<file path="config.mk">
export PLATFORM = sky130hd
export DESIGN_NAME = cla_accum
export DESIGN_NICKNAME = d
export VERILOG_FILES = /design/src/rtl/cla_accum.sv
export SDC_FILE = /design/constraint.sdc
export NUM_CORES = 1
export LEC_CHECK = 0
export CORE_MARGIN = 4
export CORE_UTILIZATION = 35
export CTS_BUF_LIST = sky130_fd_sc_hd__clkbuf_8 sky130_fd_sc_hd__clkbuf_16
export DETAILED_ROUTE_END_ITERATION = 16
export SLEW_MARGIN = 20
export SYNTH_ARGS = -nofsm -noshare
export SYNTH_HDL_FRONTEND = slang
export SYNTH_SLANG_ARGS = --single-unit
</file>
<file path="constraint.sdc">
create_clock -name clk -period 4.8 [get_ports clk]
set_input_delay 1.2 -clock clk [delete_from_list [all_inputs] [get_ports clk]]
set_output_delay 1.2 -clock clk [all_outputs]
set_load 0.1 [all_outputs]
</file>
<file path="src/rtl/cla_accum.sv">
// Registered carry-lookahead adder/subtractor with an internal accumulator.
// Four-bit lookahead groups are joined by a second-level lookahead carry unit.
module cla_accum #(
  parameter int WIDTH = 16
) (
  input  logic             clk,
  input  logic             reset,
  input  logic             in_valid,
  input  logic [1:0]       op,
  input  logic [WIDTH-1:0] a,
  input  logic [WIDTH-1:0] b,
  input  logic             cin,
  output logic             out_valid,
  output logic [WIDTH-1:0] result,
  output logic             cout,
  output logic             ovf,
  output logic             ovf_sticky,
  output logic [WIDTH-1:0] acc
);

  localparam int GROUPS = WIDTH / 4;

  localparam logic [1:0] OP_ADD = 2'b00;
  localparam logic [1:0] OP_SUB = 2'b01;
  localparam logic [1:0] OP_ACC = 2'b10;
  localparam logic [1:0] OP_CLR = 2'b11;

  logic [WIDTH-1:0]  x;
  logic [WIDTH-1:0]  y;
  logic              cin_eff;
  logic [WIDTH-1:0]  p;
  logic [WIDTH-1:0]  g;
  logic [GROUPS-1:0] grp_p;
  logic [GROUPS-1:0] grp_g;
  logic [GROUPS:0]   grp_c;
  logic [WIDTH-1:0]  bit_c;
  logic [WIDTH-1:0]  sum;
  logic              ovf_next;

  // SUB forms a - b as a + ~b + 1; ACC adds operand a onto the accumulator.
  always_comb begin
    x       = a;
    y       = b;
    cin_eff = cin;
    case (op)
      OP_SUB: begin
        y       = ~b;
        cin_eff = 1'b1;
      end
      OP_ACC: begin
        x = acc;
        y = a;
      end
      default: ;
    endcase
  end

  assign p = x ^ y;
  assign g = x & y;

  always_comb begin
    for (int k = 0; k < GROUPS; k++) begin
      grp_p[k] = p[4*k+3] & p[4*k+2] & p[4*k+1] & p[4*k];
      grp_g[k] = g[4*k+3]
               | (p[4*k+3] & g[4*k+2])
               | (p[4*k+3] & p[4*k+2] & g[4*k+1])
               | (p[4*k+3] & p[4*k+2] & p[4*k+1] & g[4*k]);
    end
  end

  // Each group carry is a flat sum of products over all lower groups,
  // so no carry has to pass through another group's carry output.
  always_comb begin
    logic c_acc;
    logic prop;
    grp_c[0] = cin_eff;
    for (int k = 1; k <= GROUPS; k++) begin
      c_acc = 1'b0;
      prop  = 1'b1;
      for (int j = k - 1; j >= 0; j--) begin
        c_acc = c_acc | (prop & grp_g[j]);
        prop  = prop & grp_p[j];
      end
      grp_c[k] = c_acc | (prop & cin_eff);
    end
  end

  // Bit carries ripple only inside a group, seeded by that group's carry-in.
  always_comb begin
    logic c_bit;
    for (int k = 0; k < GROUPS; k++) begin
      c_bit = grp_c[k];
      for (int i = 0; i < 4; i++) begin
        bit_c[4*k+i] = c_bit;
        c_bit        = g[4*k+i] | (p[4*k+i] & c_bit);
      end
    end
  end

  assign sum      = p ^ bit_c;
  assign ovf_next = bit_c[WIDTH-1] ^ grp_c[GROUPS];

  always_ff @(posedge clk) begin
    if (reset) begin
      out_valid  <= 1'b0;
      result     <= '0;
      cout       <= 1'b0;
      ovf        <= 1'b0;
      ovf_sticky <= 1'b0;
      acc        <= '0;
    end else begin
      out_valid <= in_valid;
      if (in_valid) begin
        if (op == OP_CLR) begin
          result     <= '0;
          cout       <= 1'b0;
          ovf        <= 1'b0;
          ovf_sticky <= 1'b0;
          acc        <= '0;
        end else begin
          result <= sum;
          cout   <= grp_c[GROUPS];
          ovf    <= ovf_next;
          if (op == OP_ACC) begin
            acc <= sum;
            if (ovf_next) ovf_sticky <= 1'b1;
          end
        end
      end
    end
  end

endmodule

</file>
After elaboration in Yosys (flattened, before gate mapping)

Index checks and enable logic that the tools add are counted.

Equal/unequal tests: 3
Multiplexer cells: 11
Bitwise logic cells: 91
Reductions and logical operators: 4

Operators by type and width:

| cell               | count |
|---|---|
| $mux 16            | 4 |
| $and 1x1->1        | 52 |
| $or 1x1->1         | 34 |
| $pmux 16 s2        | 1 |
| $xor 16x16->16     | 2 |
| $and 16x16->16     | 1 |
| $not 16->16        | 1 |
| $mux 1             | 6 |
| $eq 2x2->1 const B | 2 |
| $reduce_bool 2->1  | 2 |
| $reduce_and 3->1   | 1 |
| $eq 2x1->1 const B | 1 |
| $reduce_and 2->1   | 1 |
| $xor 1x1->1        | 1 |

Register bits after elaboration: 36
Input bits: 38

Depth between registers and ports, before layout

Depth in word-level cells: 21
Mapped depth: 20
Gate-level depth less buffers: 18

Worst setup path before layout

Ideal clock, no wire load.

Path type: input to register
From: input port op[0]
To: register acc[14]
Library setup time: 0.068 ns
Arrival time: 5.106 ns
Required time: 4.732 ns
Slack: -0.373 ns
Cell stages on the path: 18
Path buffers: 2
Cell sequence: inv_1 -> ha_1 -> clkbuf_1 -> clkbuf_1 -> mux2_2 -> ha_1 -> a21oi_1 -> a21oi_1 -> or3_4 -> inv_1 -> o21ai_0 -> fa_1 -> fa_1 -> inv_1 -> fa_1 -> nor2_1 -> a22oi_1 -> nor2_1

Word-level cells in the longest chain between the ends: 18

Ends and longest elaborated chain:

| what                                             | RTL line | source |
|---|---|---|
| start: declaration                               | 9        | `input logic [1:0] op,` |
| $eq 2x2->1 or $eq 2x1->1 (tied branches)         | 45, 124  |  |
| $pmux 16 s2 or $mux 16 (tied branches)           | 45       | `case (op)` |
| $xor 16x16->16 or $and 16x16->16 (tied branches) | 58, 59   |  |
| $and 1x1->1 (on tied branches)                   | --       |  |
| $or 1x1->1, or another cell as far along         | 65       | `\| (p[4*k+3] & g[4*k+2])` |
| $or 1x1->1 or $and 1x1->1 (tied branches)        | 66, 67   |  |
| $or 1x1->1                                       | 67       | `\| (p[4*k+3] & p[4*k+2] & p[4*k+1] & g[4*k]);` |
| $and 1x1->1                                      | 81       | `c_acc = c_acc \| (prop & grp_g[j]);` |
| $or 1x1->1 (2 in a row)                          | 81       |  |
| $or 1x1->1                                       | 84       | `grp_c[k] = c_acc \| (prop & cin_eff);` |
| $and 1x1->1                                      | 95       | `c_bit = g[4*k+i] \| (p[4*k+i] & c_bit);` |
| $or 1x1->1                                       | 95       |  |
| $and 1x1->1                                      | 95       |  |
| $or 1x1->1                                       | 95       |  |
| $xor 16x16->16                                   | 100      | `assign sum = p ^ bit_c;` |
| $mux 16                                          | 124      | `if (op == OP_ACC) begin` |
| $mux 16                                          | 114      | `if (op == OP_CLR) begin` |
| end signal: assignment                           | 125      | `acc <= sum;` |
| end: declaration                                 | 18       | `output logic [WIDTH-1:0] acc` |

Several ways; a longest one is shown, not always the timed one. The select of a mux whose other input is x is not followed.
A chain may end at the register's enable or synchronous reset.

Worst setup path in the final report

From: input port op[0]
To: register acc[11]

Word-level cells in the longest chain between the ends: 19

Ends and longest elaborated chain:

| what                                             | RTL line |
|---|---|
| $eq 2x2->1 or $eq 2x1->1 (tied branches)         | 45, 124 |
| $pmux 16 s2 or $mux 16 (tied branches)           | 45 |
| $xor 16x16->16 or $and 16x16->16 (tied branches) | 58, 59 |
| $and 1x1->1 (on tied branches)                   | -- |
| $or 1x1->1, or another cell as far along         | 65 |
| $or 1x1->1 or $and 1x1->1 (tied branches)        | 66, 67 |
| $or 1x1->1                                       | 67 |
| $and 1x1->1                                      | 81 |
| [... 3 more ...]                                 | -- |
| $or 1x1->1                                       | 95 |
| $and 1x1->1                                      | 95 |
| $or 1x1->1                                       | 95 |
| $and 1x1->1                                      | 95 |
| $or 1x1->1                                       | 95 |
| $xor 16x16->16                                   | 100 |
| $mux 16                                          | 124 |
| $mux 16                                          | 114 |

Several ways; a longest one is shown, not always the timed one. The select of a mux whose other input is x is not followed.

==> run_results.csv <==
group,metric,value,unit
power_and_ir_drop,p_leak,1.60,nW
clocking,clockBufferDepth,2,
cells_and_area,areaGrowthSynthToFinish,43.6,%
synthesis,yosysSeqAreaShare,27.4,%
critical_path,crit_fanout,17,
floorplanning,num_io_pins,74,
clocking,cts.reportedPaths.clkPinSlew,0.07,ns
floorplanning,fp.dieArea,8960,µm²
cells_and_area,design_area,3770,µm²
critical_path,cp-end-kind,"flip-flop",
placed_design,place_area,3590,µm²
floorplanning,start_util,36.0,%
routing,drtIter0Drc,88,
global_routing,grt_usage,17.3,%
timing,max_clock_freq,220,MHz
routing,top_layer_used,"met4",
cells_and_area,postLayoutCoreUtil,51.8,%
floorplanning,die_height,94.6,µm
synthesis,syn_area,2630,µm²
synthesis,synth.distinct_cells,39,
synthesis,synth_warnings,0,
timing,rsz0062_at_grt,"no",
clocking,clkLatencyLatePin,0.29,ns
routing,route.met3.wl,439,µm
routing,via_per_inst,5.01,
synthesis,synth_nets,377,
floorplanning,std_cell_rows,31,
timing,fin_crit,4.55,ns
routing,drc,0,
critical_path,cpPeakStageDelay,0.47,ns
timing,setup_tns,0,ns
power_and_ir_drop,p_per_area,325,nW/µm²
global_routing,grt_max_degree,25,
cells_and_area,fill_cells,723,
critical_path,cp.arrival,4.76,ns
critical_path,required,5.01,ns
floorplanning,die_w,94.6,µm
clocking,h-tree-depth,2,
critical_path,crit_chain,"dlygate4sd2_1 -> inv_2 -> ha_4 -> buf_12 -> mux2_2 -> ha_1 -> nand3_1 -> a211oi_1 -> or3_4 -> buf_4 -> fa_1 -> inv_1 -> fa_1 -> fa_1 -> xor2_1 -> nor2_1 -> a22oi_1 -> nor2_1",
placed_design,gp_congestion,0.881,
synthesis,synth-seq-cells,36,
timing,tightest_slew,1.05,ns
floorplanning,core_region_area,7290,µm²
clocking,ctsHoldBuffers,0,
timing,skew,0.00501,ns
power_and_ir_drop,power.total,1.23,mW
run,cap_violations,0,
global_routing,grt_pass1_wl,12.2,mm
clocking,cts_root_buffer,"clkbuf_8",
outcome,status,"finished clean",
placed_design,portBuffers,73,
critical_path,slowest_stage,"fa_1",
clocking,cts_buffers,5,
routing,drt-met1-wl,3.47,mm
cells_and_area,regArea,721,µm²
power_and_ir_drop,ir_drop,0.000189,V
global_routing,grt_overflow,0,
routing,routedWlPerCell,15.0,µm
routing,num_vias,2462,
cells_and_area,multiInputGateArea,1750,µm²
critical_path,startpoint_type,"primary input",
critical_path,cp_common_cell,"fa_1",
hold_path,hp-class,"reg -> reg",
timing,hold_violations,0,
routing,ant_nets,0,
timing,fin_crit_sh,94.8,%
critical_path,timing_worst_setup_path_type,"in -> reg",
cells_and_area,final_layout_size_suffix_gt1_share,16.1,%
clocking,cts_tree,"built",
cells_and_area,final_nets,460,
timing,slew_headroom,29.9,%
placed_design,dpl.hpwl,5.44,mm
timing,setup_violations,0,
routing,wirelength,7.38,mm
routing,met2_length,3.40,mm
cells_and_area,antennaDiodeCount,0,
synthesis,syn_avg_cell_area,8.53,µm²
clocking,clock-sinks,36,
global_routing,antenna_found_initial,0,
synthesis,synthCells,308,
timing,slew_viol_final,0,
global_routing,grt_pass1_vias,2498,
routing,drt-pass1-iter-count,4,
cell usage in the layout (no fill, tap or decap), drive strengths merged, types with 2 or more instances in the layout:
cell type and n:
clkdlybuf4s50 71, nor2 46, inv 43, dfxtp 36, a21oi 29, buf 24, ha 19, a22oi 16
a221oi 16, mux2 15, mux2i 15, fa 12, nand2 6, clkbuf 6, xor2 4, nand3 4
o21ai 4, nand4 3, nor2b 3, nand2b 3, nand3b 2
layout make-up:
| class | instances | area share (%) |
|---|---|---|
| Timing Repair Buffer | 97 | 24.8 |
| Tap cell | 99 | 3.28 |
| Inverter | 41 | 4.08 |
| Multi-Input combinational cell | 210 | 46.4 |
| Clock inverter | 2 | 0.199 |
| Sequential cell | 36 | 19.1 |
| Clock buffer | 6 | 2.19 |
through the flow:
stage | worst slack, ns | std cells | hold WS (ns)
floorplan | 0.0162 | 308 | 0.902
global placement | -0.491 | 482 | 0.456
detailed placement | -0.565 | 482 | 0.464
CTS | 0.204 | 491 | 0.477
global route | 0.00214 | 491 | 0.506
finish | 0.252 | 491 | 0.475
per-layer routing:
layer | up-vias | global-route usage (%)
li1 | 1229 | -
met1 | 1161 | 23.1
met2 | 67 | 28.4
met3 | 5 | 3.82
met4 | 0 | 4.33
met5 | - | 0
report_power, final:
group          switching (mW)  internal, mW  total [mW]
Combinational           0.422         0.234       0.656
Clock                   0.113         0.113       0.226
Sequential             0.0162         0.328       0.344
Total                   0.551         0.675        1.23
critical path: cells and delay by family:
family	cells	cell delay, ns
AND/OR/NAND/NOR	4	0.53
multiplexers	1	0.36
XOR/XNOR	1	0.15
adder cells (fa/ha/maj)	5	1.56
buffers and inverters	5	0.64
AO/OA/AOI/OAI	2	0.31
Yosys cell counts:
cell	instances	area share [%]
a21oi_4	1	0.62
xor2_1	4	1.3
o21ai_0	2	0.38
buf_6	1	0.43
buf_1	2	0.29
o21ai_1	1	0.19
buf_2	1	0.19
nand3_1	4	0.76
nor4b_1	1	0.33
or3b_1	1	0.33
nor4_1	1	0.24
nand2b_1	3	0.71
o221ai_1	1	0.33
a21oi_1	28	5.3
or3_4	1	0.43
o21ai_2	1	0.33
buf_4	1	0.29
nor2_1	46	6.6
a221oi_1	16	5.3
a22oi_1	16	4.6
o21a_1	1	0.29
clkbuf_1	16	2.3
fa_1	12	9.1
dfxtp_1	36	27
and2_0	1	0.24
or2_2	1	0.24
o211ai_1	1	0.29
nand2_1	6	0.86
mux2_2	15	6.4
nand3b_1	2	0.57
nor3b_1	1	0.29
a21o_1	1	0.29
nand4_1	3	0.71
nor2b_1	3	0.71
a211o_1	1	0.33
mux2i_1	15	5.7
inv_1	41	5.9
ha_1	19	9.0
a211oi_1	1	0.29
state kept, by name, indices dropped and copies added (netlist names):
name,flops
cout,1
out_valid,1
ovf,1
acc,16
result,16
ovf_sticky,1
path summary, 6_finish.rpt:
check | start | to | slack (ns) | cells past startpoint
setup / recovery | op[0] | acc[11] | 0.25 | 18
setup reg to reg | acc[7] | acc[11] | 1.53 | 14
hold / removal | result[12] | result[12] | 0.47 | 2
hold reg to reg | result[12] | result[12] | 0.47 | 2
kinds of logic (layout without fill, tap and decap cells):
family / count (synthesis) / after routing / synth area share [%]
fa+ha+maj: 31 / 31 / 18.2
mux: 30 / 30 / 12.1
xor+xnor: 4 / 4 / 1.33
compound gates: 71 / 71 / 18.6
buf+inv: 62 / 146 / 9.33
flops: 36 / 36 / 27.4
simple gates: 74 / 74 / 13.0
timing repair:
action / in CTS / in global routing
pin swaps: 6 / 5
buffers inserted: 1 / 0
setup endpoints to repair: 12 / 6
gates resized for setup: 14 / 5
gates cloned: 0 / 0
Power figures use the tool's default switching activity.
==> RTL change: new RTL, config.mk and constraints unchanged <==
Register the output `ovf` once more, without a reset; this adds one clock of latency there. The other outputs are not delayed to match.
--- a/src/rtl/cla_accum.sv
+++ b/src/rtl/cla_accum.sv
@@ -24,6 +24,8 @@
   localparam logic [1:0] OP_SUB = 2'b01;
   localparam logic [1:0] OP_ACC = 2'b10;
   localparam logic [1:0] OP_CLR = 2'b11;
+
+  logic ovf_s0;
 
   logic [WIDTH-1:0]  x;
   logic [WIDTH-1:0]  y;
@@ -105,7 +107,7 @@
       out_valid  <= 1'b0;
       result     <= '0;
       cout       <= 1'b0;
-      ovf        <= 1'b0;
+      ovf_s0     <= 1'b0;
       ovf_sticky <= 1'b0;
       acc        <= '0;
     end else begin
@@ -114,13 +116,13 @@
         if (op == OP_CLR) begin
           result     <= '0;
           cout       <= 1'b0;
-          ovf        <= 1'b0;
+          ovf_s0     <= 1'b0;
           ovf_sticky <= 1'b0;
           acc        <= '0;
         end else begin
           result <= sum;
           cout   <= grp_c[GROUPS];
-          ovf    <= ovf_next;
+          ovf_s0 <= ovf_next;
           if (op == OP_ACC) begin
             acc <= sum;
             if (ovf_next) ovf_sticky <= 1'b1;
@@ -130,5 +132,9 @@
     end
   end
 
+  always_ff @(posedge clk) begin
+    ovf <= ovf_s0;
+  end
+
 endmodule
 
Behaviour: not the same (a bounded check fails within 4 cycles, from zero or initial values and one cycle with reset high).
==> RTL change against the original RTL <==
Area after synthesis up 0.76%. Cell count up 2.0%. Worst setup slack worse by 97 ps. Wire length up 3.2%. Count of clock-buffer cells in the layout down 1. Cell area up 3.7%. Sequential cell count up 1. Combinational power up 2%. Synthesized cell count up 0.32%. Total power up 10%. Non-clock buffer count up 9. Highest routed layer unchanged. Critical path depth up 1.
==> RTL change: results (changes against the original RTL) <==
synthesis:
  ys_seq_area_frac: 0.280  # +0.00549
  syn_nets: 378  # +0.27%
  ys_warn_count: 0  # unchanged
  syn_inst: 309  # +0.32%
  synth_top_flop_cell: "dfxtp_1"
  async_flop_share: 0  # unchanged
  yosys-top-cells-count: "nor2_1 (46), inv_1 (41), dfxtp_1 (37), a21oi_1 (28), ha_1 (19)"
  synth_area_leaders: "dfxtp_1 (28%), fa_1 (9.1%), ha_1 (9.0%)"
global_routing:
  grtUsageMet2: 0.303  # +0.0188
  grt_max_degree: 24  # -4.0%
  grt_usage: 0.180  # +0.00660
  grt_use_met3: 0.0382  # unchanged
  antenna_found_initial: 0  # unchanged
  grtUsageMet1: 0.227  # -0.00413
  grt_pass1_wl_mm: 12.7  # +4.2%
  first_global_vias: 2667  # +6.8%
clock_tree:
  cts_buffer_depth: 2  # unchanged
  htreeDepth: 2  # unchanged
  cts_root_buf: "clkbuf_8"
  post_cts.repair.setup_buffers: 4  # +3
  cts_resized: 21  # +7
  clock_latency_ps: 300
  clk_pin_slew_worst_paths_ps: 80
route:
  wl_met3_um: 329  # -25%
  dr.first_iter.drc_count: 84  # -4.5%
  firstDrtPassIters: 6  # +2
  viasPerCell: 5.03  # +0.27%
  drt-total-wl_mm: 7.61  # +3.2%
  met1_length_mm: 3.43  # -1.2%
  dr.max_layer_used: "met4"
  wl_per_cell_um: 15.2  # +1.1%
  dr_wl_met2_mm: 3.68  # +8.3%
outcome:
  outcome: "finished clean"
timing:
  slew_headroom: 0.337  # +0.0383
  worst_clock_skew_ps: 6.88  # +1.86 ps
final_layout:
  layout.nets: 470  # +2.2%
  diodes: 0  # unchanged
  drive_gt1_frac: 0.201  # +0.0408
placed_design:
  placedCellCount: 485  # +0.62%
  io_buffers: 73  # unchanged
  place_ws_ps: -620  # -55.5 ps
  gp_congestion: 0.814  # -7.6%
  hpwl_mm: 5.75  # +5.7%
power_and_ir_drop:
  leakage_uw: 0.00168  # +4.6%
  vdd_ir_drop_max_mv: 0.203  # +7.0%
  p_switching_uw: 563  # +2.3%
worst_setup_path:
  r2r_start: "acc[3]"
  crit_path_start: "op[0]"
  critPathMaxFanout: 6  # -11
  cp.arrival_ps: 4870  # +110 ps
min_path:
  min-delay-start: "ovf_s0"
  hold_path.class: "reg2reg"
==> RTL change: power by group through the flow <==
stage,clock (uW),sequential [uW],combinational (uW)
floorplan,0,565,252
global placement,0,360,629
detailed placement,0,360,640
CTS,331,354,664
global route,345,359,725
finish,325,354,672
==> RTL change: worst max-delay path, cell delays in order <==
cell,delay (ps)
dlygate4sd2_1,250
buf_4,150
ha_4,190
buf_6,140
a221oi_4,250
a21oi_2,60
ha_1,330
nand4_1,160
a21oi_1,60
or3_4,380
inv_1,60
o21ai_1,80
fa_2,340
fa_2,340
inv_2,80
fa_2,440
nor2_2,130
a22oi_1,110
nor2_1,120
==> RTL change: area by class of cell <==
class	count	area [um^2]
Fill cell	713	3380
Multi-Input combinational cell	210	1770
Timing Repair Buffer	106	987
Sequential cell	37	741
Inverter	41	154
Tap cell	99	124
Clock buffer	5	68.8
Clock inverter	3	65.1
==> RTL change: cell families (layout without fill, tap and decap cells) <==
family | Yosys count | in the layout | share of synthesized area
simple gates | 74 | 74 | 0.129
compound gates | 71 | 71 | 0.184
buf+inv | 62 | 155 | 0.0926
flops | 37 | 37 | 0.280
fa+ha+maj | 31 | 31 | 0.181
mux | 30 | 30 | 0.121
xor+xnor | 4 | 4 | 0.0132
==> RTL change: stage by stage <==
| step | instance area (um^2) | TNS (ps) |
|---|---|---|
| after CTS | 3850 | 0 |
| after detailed placement | 3600 | -6760 |
| final | 3910 | 0 |
| after floorplan | 2680 | 0 |
| after global routing | 3910 | 0 |
| after global placement | 3600 | -5050 |
==> RTL change: path summary, 6_finish.rpt <==
path / cells past startpoint / slack (ps) / end
worst max-delay path: 19 / 150 / acc[14]
worst min-delay path: 0 / 370 / ovf
worst max register to register: 14 / 1480 / acc[14]
worst min register to register: 0 / 370 / ovf
